File: src/rtl/pipe_fetch_buffer.sv
// pipe_fetch_buffer
//   Instruction fetch stage with a BUFFER_DEPTH-entry prefetch buffer. It
//   fetches instructions sequentially ahead of the pipeline and hands one to
//   decode per pipe step. A redirect flushes the buffer and restarts fetching
//   at a new address. Only one memory request is outstanding at a time.
//
// Parameters
//   PROGRAM_COUNTER_RESET  fetch address after reset
//   BUFFER_DEPTH           prefetch entries (power of two, >= 2)
//
// Ports
//   clk, rst               rising-edge clock, synchronous active-high reset
//   run                    permits new fetch requests
//   stepPipe, pipeStall    pipeline advance / insert-bubble controls
//   redirect,
//   redirectAddress        flush and restart fetch at redirectAddress
//   currentPipeStall       last step issued a bubble
//   lastInstruction,
//   lastProgramCounter     instruction handed to decode and its address
//   instructionValid       buffer non-empty
//   bufferLevel            entries currently held
//   addressMisaligned      fetch PC not word aligned (fetching halted)
//   fetchAddress,
//   fetchEnable            registered memory request
//   fetchBusy, fetchData   memory handshake / read data
module pipe_fetch_buffer #(
  parameter logic [31:0] PROGRAM_COUNTER_RESET = 32'b0,
  parameter int          BUFFER_DEPTH          = 4
) (
  input  logic                              clk,
  input  logic                              rst,
  input  logic                              run,
  input  logic                              stepPipe,
  input  logic                              pipeStall,
  input  logic                              redirect,
  input  logic [31:0]                       redirectAddress,
  output logic                              currentPipeStall,
  output logic [31:0]                       lastInstruction,
  output logic [31:0]                       lastProgramCounter,
  output logic                              instructionValid,
  output logic [$clog2(BUFFER_DEPTH):0]     bufferLevel,
  output logic                              addressMisaligned,
  output logic [31:0]                       fetchAddress,
  output logic                              fetchEnable,
  input  logic                              fetchBusy,
  input  logic [31:0]                       fetchData
);

  localparam int PTR_W = $clog2(BUFFER_DEPTH);
  localparam int LVL_W = PTR_W + 1;
  localparam logic [LVL_W-1:0] DEPTH_LVL = LVL_W'(BUFFER_DEPTH);

  logic [31:0]      fetch_pc;
  logic             discard_pending;
  logic [31:0]      buf_pc    [BUFFER_DEPTH];
  logic [31:0]      buf_instr [BUFFER_DEPTH];
  logic [PTR_W-1:0] head;
  logic [PTR_W-1:0] tail;
  logic [LVL_W-1:0] level;

  logic             completion;
  logic             request_held;
  logic             push;
  logic             pop;
  logic             issue;
  logic [LVL_W-1:0] level_next;
  logic [31:0]      pc_next;

  always_comb begin
    completion   = fetchEnable & ~fetchBusy;
    request_held = fetchEnable & fetchBusy;
    // Data returning for a request that predates a redirect (earlier or in
    // this very cycle) belongs to the abandoned stream and is dropped.
    push         = completion & ~discard_pending & ~redirect;
    pop          = stepPipe & ~pipeStall & (level != '0) & ~redirect;

    level_next = level;
    if (redirect) begin
      level_next = '0;
    end else begin
      level_next = level + LVL_W'(push) - LVL_W'(pop);
    end

    pc_next = fetch_pc;
    if (redirect) begin
      pc_next = redirectAddress;
    end else if (push) begin
      pc_next = fetch_pc + 32'd4;
    end

    // Issue decisions look at next-cycle PC and level so a completing
    // request can be followed back-to-back by the next one.
    issue = ~request_held & run & (pc_next[1:0] == 2'b00) &
            (level_next < DEPTH_LVL);
  end

  assign addressMisaligned = |fetch_pc[1:0];
  assign instructionValid  = (level != '0);
  assign bufferLevel       = level;

  // Buffer storage has no reset; occupancy is tracked by head/tail/level.
  always_ff @(posedge clk) begin
    if (push) begin
      buf_pc[tail]    <= fetchAddress;
      buf_instr[tail] <= fetchData;
    end
  end

  always_ff @(posedge clk) begin
    if (rst) begin
      fetch_pc           <= PROGRAM_COUNTER_RESET;
      discard_pending    <= 1'b0;
      head               <= '0;
      tail               <= '0;
      level              <= '0;
      fetchEnable        <= 1'b0;
      fetchAddress       <= 32'b0;
      currentPipeStall   <= 1'b1;
      lastInstruction    <= ~32'b0;
      lastProgramCounter <= 32'b0;
    end else begin
      fetch_pc <= pc_next;
      level    <= level_next;

      if (redirect) begin
        head <= '0;
        tail <= '0;
      end else begin
        if (push) tail <= tail + PTR_W'(1);
        if (pop)  head <= head + PTR_W'(1);
      end

      // Stays set only while the stale request is still waiting on the bus.
      discard_pending <= request_held & (discard_pending | redirect);

      // A busy request keeps its address; otherwise decide on a new one.
      if (!request_held) begin
        fetchEnable <= issue;
        if (issue) fetchAddress <= pc_next;
      end

      if (stepPipe) begin
        if (pop) begin
          lastInstruction    <= buf_instr[head];
          lastProgramCounter <= buf_pc[head];
          currentPipeStall   <= 1'b0;
        end else begin
          lastInstruction    <= ~32'b0;
          currentPipeStall   <= 1'b1;
        end
      end
    end
  end

endmodule
File: config.mk
export PLATFORM = sky130hd
export DESIGN_NAME = pipe_fetch_buffer
export DESIGN_NICKNAME = d
export VERILOG_FILES = /design/src/rtl/pipe_fetch_buffer.sv
export SDC_FILE = /design/constraint.sdc
export NUM_CORES = 1
export LEC_CHECK = 0
export CORE_UTILIZATION = 49
export CTS_CLUSTER_DIAMETER = 100
export DETAILED_ROUTE_END_ITERATION = 8
export MAX_ROUTING_LAYER = met4
export PLACE_DENSITY = 0.71
export SYNTH_ARGS = -nofsm -noshare
export SYNTH_HDL_FRONTEND = slang
export SYNTH_SLANG_ARGS = --single-unit
File: constraint.sdc
create_clock -name clk -period 6.5 [get_ports clk]
set_input_delay 0.65 -clock clk [delete_from_list [all_inputs] [get_ports clk]]
set_output_delay 0.65 -clock clk [all_outputs]
set_load 0.01 [all_outputs]
==> results.json, run 1 <==
{
  "status": "completed",
  "setup_viol": 0,
  "dpl_cell_area_sq_um": 17010,
  "synth-seq-cells": 396,
  "final_cell_area_sq_um": 18350,
  "ys.flop_type": "edfxtp_1",
  "syn_to_final_growth_pct": 22.56,
  "p_leak_uw": 0.006050,
  "arrival_ns": 4.44,
  "ant_nets": 0,
  "async_flop_share_pct": 0,
  "remaining_drc_errors": 0,
  "syn_nets": 1090,
  "vias": 9032,
  "end_kind": "flip-flop",
  "seq_power_share_pct": 52.6,
  "yosysUniqueCellTypes": 66,
  "grt_max_degree": 83,
  "worstMarginPinSlew_ns": 1.050,
  "track_usage_pct": 21.73,
  "cts_setup_buffers": 0,
  "p_per_area_nw_per_um2": 284.5,
  "cts_resized": 0,
  "dr.pass1.iters": 5,
  "grt_pass1_vias": 8949,
  "initialDrtViolationCount": 588,
  "slew_headroom_pct": 29.98,
  "fillers": 2237,
  "crit_chain": "clkdlybuf4s50_1 > nor4b_4 > buf_4 > inv_1 > ha_1 > inv_1 > ha_1 > fa_1 > xor3_1 > a22oi_1 > or2_2 > nor4_1 > a31o_2",
  "hpwlAfterDp_mm": 18.56,
  "slew_violations": 0,
  "wl_per_cell_um": 20.11,
  "period_needed_ns": 4.013,
  "slowest_delay_ns": 0.69,
  "cts_root_buf": "clkbuf_16",
  "utilization_pct": 61.42,
  "synth_top_area_share_pct": 51.35,
  "switching_share_pct": 20.58,
  "worst-path-buf-inv": 4,
  "path_delay_family": "simple AND/OR/NAND/NOR gates",
  "overflow": 0,
  "viasPerCell": 5.670,
  "cp_max_fo": 42,
  "rows": 63,
  "power.internal_uw": 4146,
  "crit_path_start_kind": "input pin",
  "min_period_over_period_pct": 61.75,
  "port_buffers": 173,
  "rsz0062_at_grt": "no",
  "ir_drop_mv": 0.2404,
  "p_comb_share_pct": 3.9,
  "cts_buffers": 41,
  "initial_core_util_pct": 50.12,
  "fin_nets": 1248,
  "crit_type": "input pin to flip-flop",
  "hold_viol_final": 0,
  "yosysTopAreaCell": "edfxtp_1",
  "die_x_um": 176.8,
  "die_y_um": 176.8,
  "maxClockFrequency_mhz": 249.2,
  "drive_above_1_share_pct": 14.31,
  "htreeDepth": 2,
  "synth_edf_count": 256,
  "antenna_found_initial": 1,
  "synth_area_per_cell_sq_um": 14.81,
  "wl_mm": 32.03,
  "cts_hold_buf": 0,
  "fin_skew_ns": 0.02195,
  "mappedNetlistArea_sq_um": 14970,
  "cts_tree": "done",
  "hold_class": "flip-flop to flip-flop",
  "seq_area_frac_synth_pct": 70.07,
  "synth_area_leaders": "edfxtp_1 51%, dfxtp_1 19%, mux4_2 9.6%",
  "p_sw_uw": 1074,
  "cp.required_ns": 6.93,
  "netlist_instances": 1011,
  "synth_common_cells": "256 x edfxtp_1, 140 x dfxtp_1, 123 x nand2_1",
  "clk_pin_slew_ns": 0.06,
  "fp.dieArea_sq_um": 31260,
  "grt_pass1_wl_mm": 50.28,
  "io_pins": 174,
  "cap_violations": 0,
  "post-synth-top-count-cell": "edfxtp_1",
  "clk-insertion-delay-late_ns": 0.53,
  "fp.coreArea_sq_um": 29870,
  "crit_path_top_delay_cell": "or2_2",
  "clkPwrFrac_pct": 43.6,
  "gp_congestion": 0.8280,
  "yosysWarningCount": 0,
  "cts.sinks": 396,
  "cts.path.max_buffers": 3,
  "setup_tns_ns": 0
}
state kept, by name, indices dropped and copies added (netlist names), named ones only:
name and cells:
currentPipeStall 1, bufferLevel 3, lastProgramCounter 32, tail 2, fetchAddress 32, buf_pc 128
lastInstruction 32, fetchEnable 1, buf_instr 128, discard_pending 1, head 2, fetch_pc 32
worst paths after layout:
check	end	from	slack, ns	cells after the start
min reg2reg	lastProgramCounter[1]$_SDFFE_PP0P_	lastProgramCounter[1]$_SDFFE_PP0P_	0.45	2
max reg2reg	fetchAddress[21]$_SDFFE_PP0P_	discard_pending$_SDFF_PP0_	2.77	12
max	fetchAddress[21]$_SDFFE_PP0P_	fetchBusy	2.49	13
min	lastProgramCounter[1]$_SDFFE_PP0P_	lastProgramCounter[1]$_SDFFE_PP0P_	0.45	2
layer usage:
metal / global-route usage, % / share of wire, %
met1: 29.21 / 44
met2: 34.07 / 48
met3: 3.952 / 6.3
met4: 6.034 / 1.9
met5: - / 0
cells by family after synthesis:
family	count (synthesis)	share of synthesized area [%]
flip-flops	396	70.07
AND/OR/NAND/NOR	302	9.920
AO/OA/AOI/OAI	143	6.377
buffers and inverters	81	2.106
multiplexers	71	10.13
XOR/XNOR	10	0.6852
adder cells (fa/ha/maj)	8	0.7187
stage by stage:
step           cells  total power (uW)  setup slack, ns  hold slack, ns
2_1_floorplan   1011              2883            2.421          0.4658
3_3_place_gp    1516              2993            2.035          0.4448
3_5_place_dp    1516              2998            1.940          0.4464
4_1_cts         1592              5262            2.509          0.4553
5_1_grt         1593              5381            2.284          0.4712
6_report        1593              5221            2.487          0.4538
power by group through the flow:
| stage | sequential (uW) | combinational (uW) | clock (uW) |
|---|---|---|---|
| after floorplan | 2790 | 92.8 | 0 |
| after global placement | 2800 | 197 | 0 |
| after detailed placement | 2800 | 201 | 0 |
| after CTS | 2740 | 202 | 2320 |
| after global routing | 2750 | 219 | 2420 |
| final | 2740 | 201 | 2280 |
cell usage in the layout, fill, tap and decap left out, types with 6 or more instances in the layout:
cell type        instances
inv_1                   12
nor4_1                  10
clkbuf_8                 6
o41ai_1                  9
nand2_1                123
mux4_2                  64
clkdlybuf4s50_1        170
buf_4                    9
dfxtp_1                136
nand4_1                  8
edfxtp_1               256
or3_1                    6
a21oi_1                 46
nor3_1                  28
nor2b_1                 17
o21ai_0                  9
ha_1                     7
clkbuf_16               44
o22ai_1                 32
nor2_1                  36
clkinv_2                12
nand3_1                 27
and3_1                  10
nand2b_1                 8
worst register-to-register path, stage by stage, from the launching register on:
cell and delay, ns:
dfxtp_1 0.33, nor4b_4 0.24, buf_4 0.24, inv_1 0.19
ha_1 0.32, inv_1 0.04, ha_1 0.19, fa_1 0.39
xor3_1 0.39, a22oi_1 0.18, or2_2 0.69, nor4_1 0.19
a31o_2 0.25
layout make-up:
type | instances | area [sq um] | share of cell area (%)
Multi-Input combinational cell | 534 | 4189 | 22.83
Tap cell | 390 | 488.0 | 2.659
Clock buffer | 55 | 1202 | 6.553
Timing Repair Buffer | 182 | 1784 | 9.723
Antenna cell | 1 | 2.502 | 0.01364
Clock inverter | 21 | 136.4 | 0.7432
Inverter | 14 | 52.55 | 0.2864
Sequential cell | 396 | 10500 | 57.19
Power figures use the tool's default switching activity.
==> run 2: changes to the inputs <==
--- a/config.mk
+++ b/config.mk
@@ -9,7 +9,7 @@
 export CTS_CLUSTER_DIAMETER = 100
 export DETAILED_ROUTE_END_ITERATION = 8
 export MAX_ROUTING_LAYER = met4
-export PLACE_DENSITY = 0.71
+export PLACE_DENSITY = 0.74
 export SYNTH_ARGS = -nofsm -noshare
 export SYNTH_HDL_FRONTEND = slang
 export SYNTH_SLANG_ARGS = --single-unit
==> constraint.sdc (replaced) <==
create_clock -name clk -period 3.5 [get_ports clk]
set_input_delay 0.35 -clock clk [delete_from_list [all_inputs] [get_ports clk]]
set_output_delay 0.35 -clock clk [all_outputs]
set_load 0.01 [all_outputs]
==> run 2 against run 1 <==
Core utilization increased by 0.36 points; sequential cell count stayed put; global-route usage rose by 0.36 points; clock skew up 0.0041 ns; routed wire length up 1.5%; register-to-register slack lost 2.6 ns; combinational power is 92% higher; first-iteration DRC count grew 32%; largest cell class unchanged; worst setup slack worse by 2.3 ns; worst hold slack worse by 0.097 ns.
==> results.json, run 2 (synthesized netlist as in run 1, its figures left out) <==
{
  "status": "completed",
  "dpl.cell_count": 1532,
  "worstMarginPinSlew_ns": 0.8749,
  "reg.largest.list": "buf_instr x128, buf_pc x128",
  "vias": 9130,
  "final_common_cell": "edfxtp_1",
  "crit_path_top_delay_cell": "or3_1",
  "setup_tns_ns": 0,
  "diodes": 0,
  "dr.pass1.iters": 5,
  "initial_core_util_pct": 50.12,
  "cts_setup_buffers": 0,
  "rsz0062_at_grt": "no",
  "cp.required_ns": 3.90,
  "die_y_um": 176.8,
  "die_x_um": 176.8,
  "track_usage_pct": 22.09,
  "grt_pass1_vias": 8980,
  "fp.coreArea_sq_um": 29870,
  "syn_to_final_growth_pct": 23.28,
  "crit_chain": "or3_1 > nand3_4 > inv_2 > ha_1 > inv_1 > ha_1 > fa_1 > xor3_1 > a22oi_1 > or2_2 > buf_12 > o41ai_1",
  "arrival_ns": 3.72,
  "crit_path_start_kind": "flip-flop",
  "hold_viol_final": 0,
  "htreeDepth": 2,
  "cts.sinks": 396,
  "min_period_over_period_pct": 94.70,
  "ir_drop_mv": 0.3454,
  "clk_pin_slew_ns": 0.06,
  "cts_hold_buf": 0,
  "slowest_delay_ns": 0.42,
  "hpwlAfterDp_mm": 20.78,
  "port_buffers": 173,
  "wl_mm": 32.53,
  "rows": 63,
  "fin_cells": 1605,
  "overflow": 0,
  "path_depth": 12,
  "cts_root_buf": "clkbuf_16",
  "p_per_area_nw_per_um2": 518.8,
  "viasPerCell": 5.688,
  "path_delay_family": "simple AND/OR/NAND/NOR gates",
  "fin_skew_ns": 0.02607,
  "wl_per_cell_um": 20.27,
  "worst-path-buf-inv": 3,
  "cpMostUsedCell": "ha_1",
  "grt_pass1_wl_mm": 51.03,
  "whs_path_depth": 2,
  "slew_headroom_pct": 41.68,
  "hold_class": "input pin to flip-flop",
  "end_kind": "flip-flop",
  "maxClockFrequency_mhz": 301.7,
  "cp_max_fo": 30,
  "cts.path.max_buffers": 3,
  "cts_buffers": 40,
  "grt_max_degree": 69,
  "crit_type": "flip-flop to flip-flop",
  "remaining_drc_errors": 0,
  "final_cell_area_sq_um": 18460,
  "antenna_found_initial": 0,
  "cts_resized": 0,
  "dpl_cell_area_sq_um": 17200,
  "cts_tree": "done",
  "slew_violations": 0,
  "p_leak_uw": 0.006102,
  "fin_nets": 1263,
  "layout_common_cells": "256 x edfxtp_1, 171 x clkdlybuf4s50_1, 137 x dfxtp_1, 123 x nand2_1, 64 x mux4_2",
  "whs_ns": 0.3568,
  "r2r_cells": 12,
  "gp_congestion": 0.8360,
  "period_needed_ns": 3.315,
  "fp.dieArea_sq_um": 31260,
  "setup_viol": 0,
  "initialDrtViolationCount": 779,
  "drive_above_1_share_pct": 14.98,
  "ant_nets": 0,
  "cap_violations": 0,
  "clk-insertion-delay-late_ns": 0.54,
  "io_pins": 174
}
==> run 2: cell count changes in the layout (fill, tap and decap cells not counted), sizes merged <==
cell / delta
clkdlybuf4s50: +1
bufinv: +1
inv: +4
clkbuf: -10
buf: +15
diode: -1
clkinv: +2
==> run 2: worst paths after layout <==
path / slack, ns / endpoint / from
max: 0.19 / fetchAddress[25]$_SDFFE_PP0P_ / bufferLevel[1]$_SDFF_PP0_
min: 0.36 / fetch_pc[29]$_SDFF_PP0_ / rst
max reg2reg: 0.19 / fetchAddress[25]$_SDFFE_PP0P_ / bufferLevel[1]$_SDFF_PP0_
min reg2reg: 0.45 / lastProgramCounter[23]$_SDFFE_PP0P_ / lastProgramCounter[23]$_SDFFE_PP0P_
==> run 2: report_power, final <==
group / internal, uW / switching (uW)
Sequential: 5030 / 70.6
Clock: 2320 / 1780
Combinational: 190 / 195
==> run 2: metal layers <==
metal | track usage, % | vias to the layer above | wire length (um)
li1 | - | 4229 | -
met4 | 6.106 | 0 | 701
met5 | - | - | 0
met3 | 4.274 | 44 | 2290
met1 | 30.31 | 4543 | 14190
met2 | 33.76 | 314 | 15350
==> run 2: area by class of cell <==
cell class                      count  area, sq um
Inverter                           14        52.55
Multi-Input combinational cell    534         4189
Clock inverter                     28        221.5
Sequential cell                   396        10490
Timing Repair Buffer              198         1972
Clock buffer                       45         1041
Tap cell                          390        488.0
Fill cell                        2215        11420
==> run 2: stage by stage <==
stage	setup slack, ns	utilization, %	power [uW]
6_report	0.1854	61.78	9576
5_1_grt	0.004880	61.78	9881
4_1_cts	0.1575	61.78	9634
3_5_place_dp	-0.2148	57.56	5581
3_3_place_gp	-0.05814	57.56	5569
2_1_floorplan	0.01263	-	5355
==> run 2: worst register-to-register path: stages, from the launching register on <==
cell and delay [ns]:
dfxtp_1 0.34, or3_1 0.42, nand3_4 0.11, inv_2 0.04, ha_1 0.26, inv_1 0.04
ha_1 0.19, fa_1 0.39, xor3_1 0.35, a22oi_1 0.10, or2_2 0.39, buf_12 0.18
o41ai_1 0.38
==> run 3: changes to the inputs <==
--- a/config.mk
+++ b/config.mk
@@ -9,7 +9,7 @@
 export CTS_CLUSTER_DIAMETER = 100
 export DETAILED_ROUTE_END_ITERATION = 8
 export MAX_ROUTING_LAYER = met4
-export PLACE_DENSITY = 0.74
+export PLACE_DENSITY = 0.75
 export SYNTH_ARGS = -nofsm -noshare
 export SYNTH_HDL_FRONTEND = slang
 export SYNTH_SLANG_ARGS = --single-unit
==> run 3 against run 2 <==
Fmax rose by 2.0%; count of clock-buffer cells in the layout up 7; highest routed layer unchanged; critical path depth is the same; cell area is 0.83% higher; worst hold slack lost 0.085 ns; sequential cell count is the same; global-route usage down 0.25 points; first-iteration DRC count shrank 13%; clock skew is 0.0016 ns lower; combinational power barely moved; largest cell class unchanged; power up 2.9%; non-clock buffer count up 7.
==> results.json, run 3 (synthesized netlist as in run 1, its figures left out) <==
{
  "cts.path.max_buffers": 3,
  "clk-insertion-delay-late_ns": 0.52,
  "viasPerCell": 5.688,
  "clkPwrFrac_pct": 44.3,
  "seq_power_share_pct": 51.7,
  "seq_area_sq_um": 10490,
  "cts_buffers": 40,
  "initial_core_util_pct": 50.12,
  "diodes": 0,
  "die_x_um": 176.8,
  "r2r-start": "bufferLevel[2]$_SDFF_PP0_",
  "setup_viol": 0,
  "cts_resized": 1,
  "hold_start": "rst",
  "r2r_cells": 12,
  "antenna_found_initial": 0,
  "ant_nets": 0,
  "vias": 9174,
  "p_per_area_nw_per_um2": 529.6,
  "drive_above_1_share_pct": 15.13,
  "reg.largest.list": "buf_instr x128, buf_pc x128",
  "hold_class": "input pin to flip-flop",
  "end_kind": "flip-flop",
  "slew_headroom_pct": 46.63,
  "io_pins": 174,
  "port_buffers": 173,
  "arrival_ns": 3.66,
  "final_common_cell": "edfxtp_1",
  "maxClockFrequency_mhz": 307.7,
  "cts_tree": "done",
  "fin_skew_ns": 0.02444,
  "dr.pass1.iters": 5,
  "dpl.cell_count": 1539,
  "p_sw_uw": 1964,
  "htreeDepth": 2,
  "reg2reg_slack_ns": 0.25,
  "wl_per_cell_um": 20.22,
  "setup_tns_ns": 0,
  "worstMarginPinSlew_ns": 0.8006,
  "fp.dieArea_sq_um": 31260,
  "rsz0062_at_grt": "no",
  "gp_congestion": 0.8612,
  "cts_root_buf": "clkbuf_16",
  "min_period_over_period_pct": 92.87,
  "clk_pin_slew_ns": 0.06,
  "r2r_end": "fetchAddress[13]$_SDFFE_PP0P_",
  "switching_share_pct": 19.92,
  "ir_drop_mv": 0.3569,
  "layout_common_cells": "256 x edfxtp_1, 171 x clkdlybuf4s50_1, 138 x dfxtp_1, 123 x nand2_1, 64 x mux4_2",
  "track_usage_pct": 21.83,
  "fin_nets": 1270,
  "crit_type": "flip-flop to flip-flop",
  "fillers": 2199,
  "slew_violations": 0,
  "period_needed_ns": 3.250,
  "remaining_drc_errors": 0,
  "whs_ns": 0.2714,
  "cp_max_fo": 23,
  "fin_cells": 1613,
  "hold_viol_final": 0,
  "p_leak_uw": 0.006183,
  "grt_pass1_wl_mm": 50.39,
  "crit_path_start_kind": "flip-flop",
  "status": "completed",
  "syn_to_final_growth_pct": 24.30,
  "cts_hold_buf": 0,
  "wl_mm": 32.61,
  "fp.coreArea_sq_um": 29870,
  "cts_setup_buffers": 0,
  "p_total_uw": 9857,
  "cts.sinks": 396,
  "grt_pass1_vias": 9000,
  "multi_input_area_sq_um": 4197,
  "die_y_um": 176.8,
  "power.internal_uw": 7893,
  "rows": 63,
  "p_comb_share_pct": 3.9,
  "cp.required_ns": 3.91,
  "min_to": "lastProgramCounter[25]$_SDFFE_PP0P_",
  "whs_path_depth": 2,
  "initialDrtViolationCount": 681,
  "overflow": 0,
  "grt_max_degree": 65,
  "cap_violations": 0,
  "hpwlAfterDp_mm": 21.00
}
[run 3: metrics by stage]
| stage | area [sq um] | util, % | setup WS [ns] |
|---|---|---|---|
| 3_3_place_gp | 17230 | 57.66 | -0.4912 |
| 4_1_cts | 18600 | 62.25 | 0.006156 |
| 5_1_grt | 18610 | 62.29 | 0.03304 |
| 3_5_place_dp | 17230 | 57.66 | -0.7056 |
| 6_report | 18610 | 62.29 | 0.2496 |
| 2_1_floorplan | 14980 | - | 0.01263 |
[run 3: cell type report]
cell class / count / share of cell area [%]
Inverter: 14 / 0.2824
Clock buffer: 52 / 5.950
Clock inverter: 22 / 1.405
Sequential cell: 396 / 56.38
Tap cell: 390 / 2.622
Multi-Input combinational cell: 534 / 22.55
Timing Repair Buffer: 205 / 10.81
[run 3: worst max-delay path by stage]
stage                              start                       endpoint  slack (ns)
3_5_place_dp                   fetchBusy  fetchAddress[20]$_SDFFE_PP0P_       -0.71
5_1_grt        bufferLevel[2]$_SDFF_PP0_  fetchAddress[20]$_SDFFE_PP0P_        0.03
4_1_cts        bufferLevel[2]$_SDFF_PP0_  fetchAddress[20]$_SDFFE_PP0P_       0.006
3_3_place_gp                   fetchBusy  fetchAddress[20]$_SDFFE_PP0P_       -0.49
6_report       bufferLevel[2]$_SDFF_PP0_  fetchAddress[13]$_SDFFE_PP0P_        0.25
2_1_floorplan  bufferLevel[2]$_SDFF_PP0_  fetchAddress[22]$_SDFFE_PP0P_        0.01
[run 3: metal layers]
| metal | wire length (um) | track usage, % |
|---|---|---|
| met5 | 0 | - |
| met4 | 467 | 5.208 |
| met3 | 1941 | 3.179 |
| met2 | 16120 | 35.65 |
| met1 | 14080 | 28.99 |
[run 3: critical path: stages, from the launching register on]
cell     delay, ns
dfxtp_1       0.31
or3_1         0.40
nand3_2       0.10
inv_2         0.04
ha_1          0.27
inv_1         0.04
ha_1          0.18
fa_1          0.40
xor3_1        0.34
a22oi_1       0.12
or2_2         0.36
buf_4         0.22
o41ai_2       0.36
[run 3: power groups by stage]
stage	registers, uW	clock network (uW)	logic (uW)
2_1_floorplan	5180	0	173
3_3_place_gp	5190	0	375
6_report	5100	4370	386
5_1_grt	5110	4600	417
3_5_place_dp	5200	0	382
4_1_cts	5100	4440	385
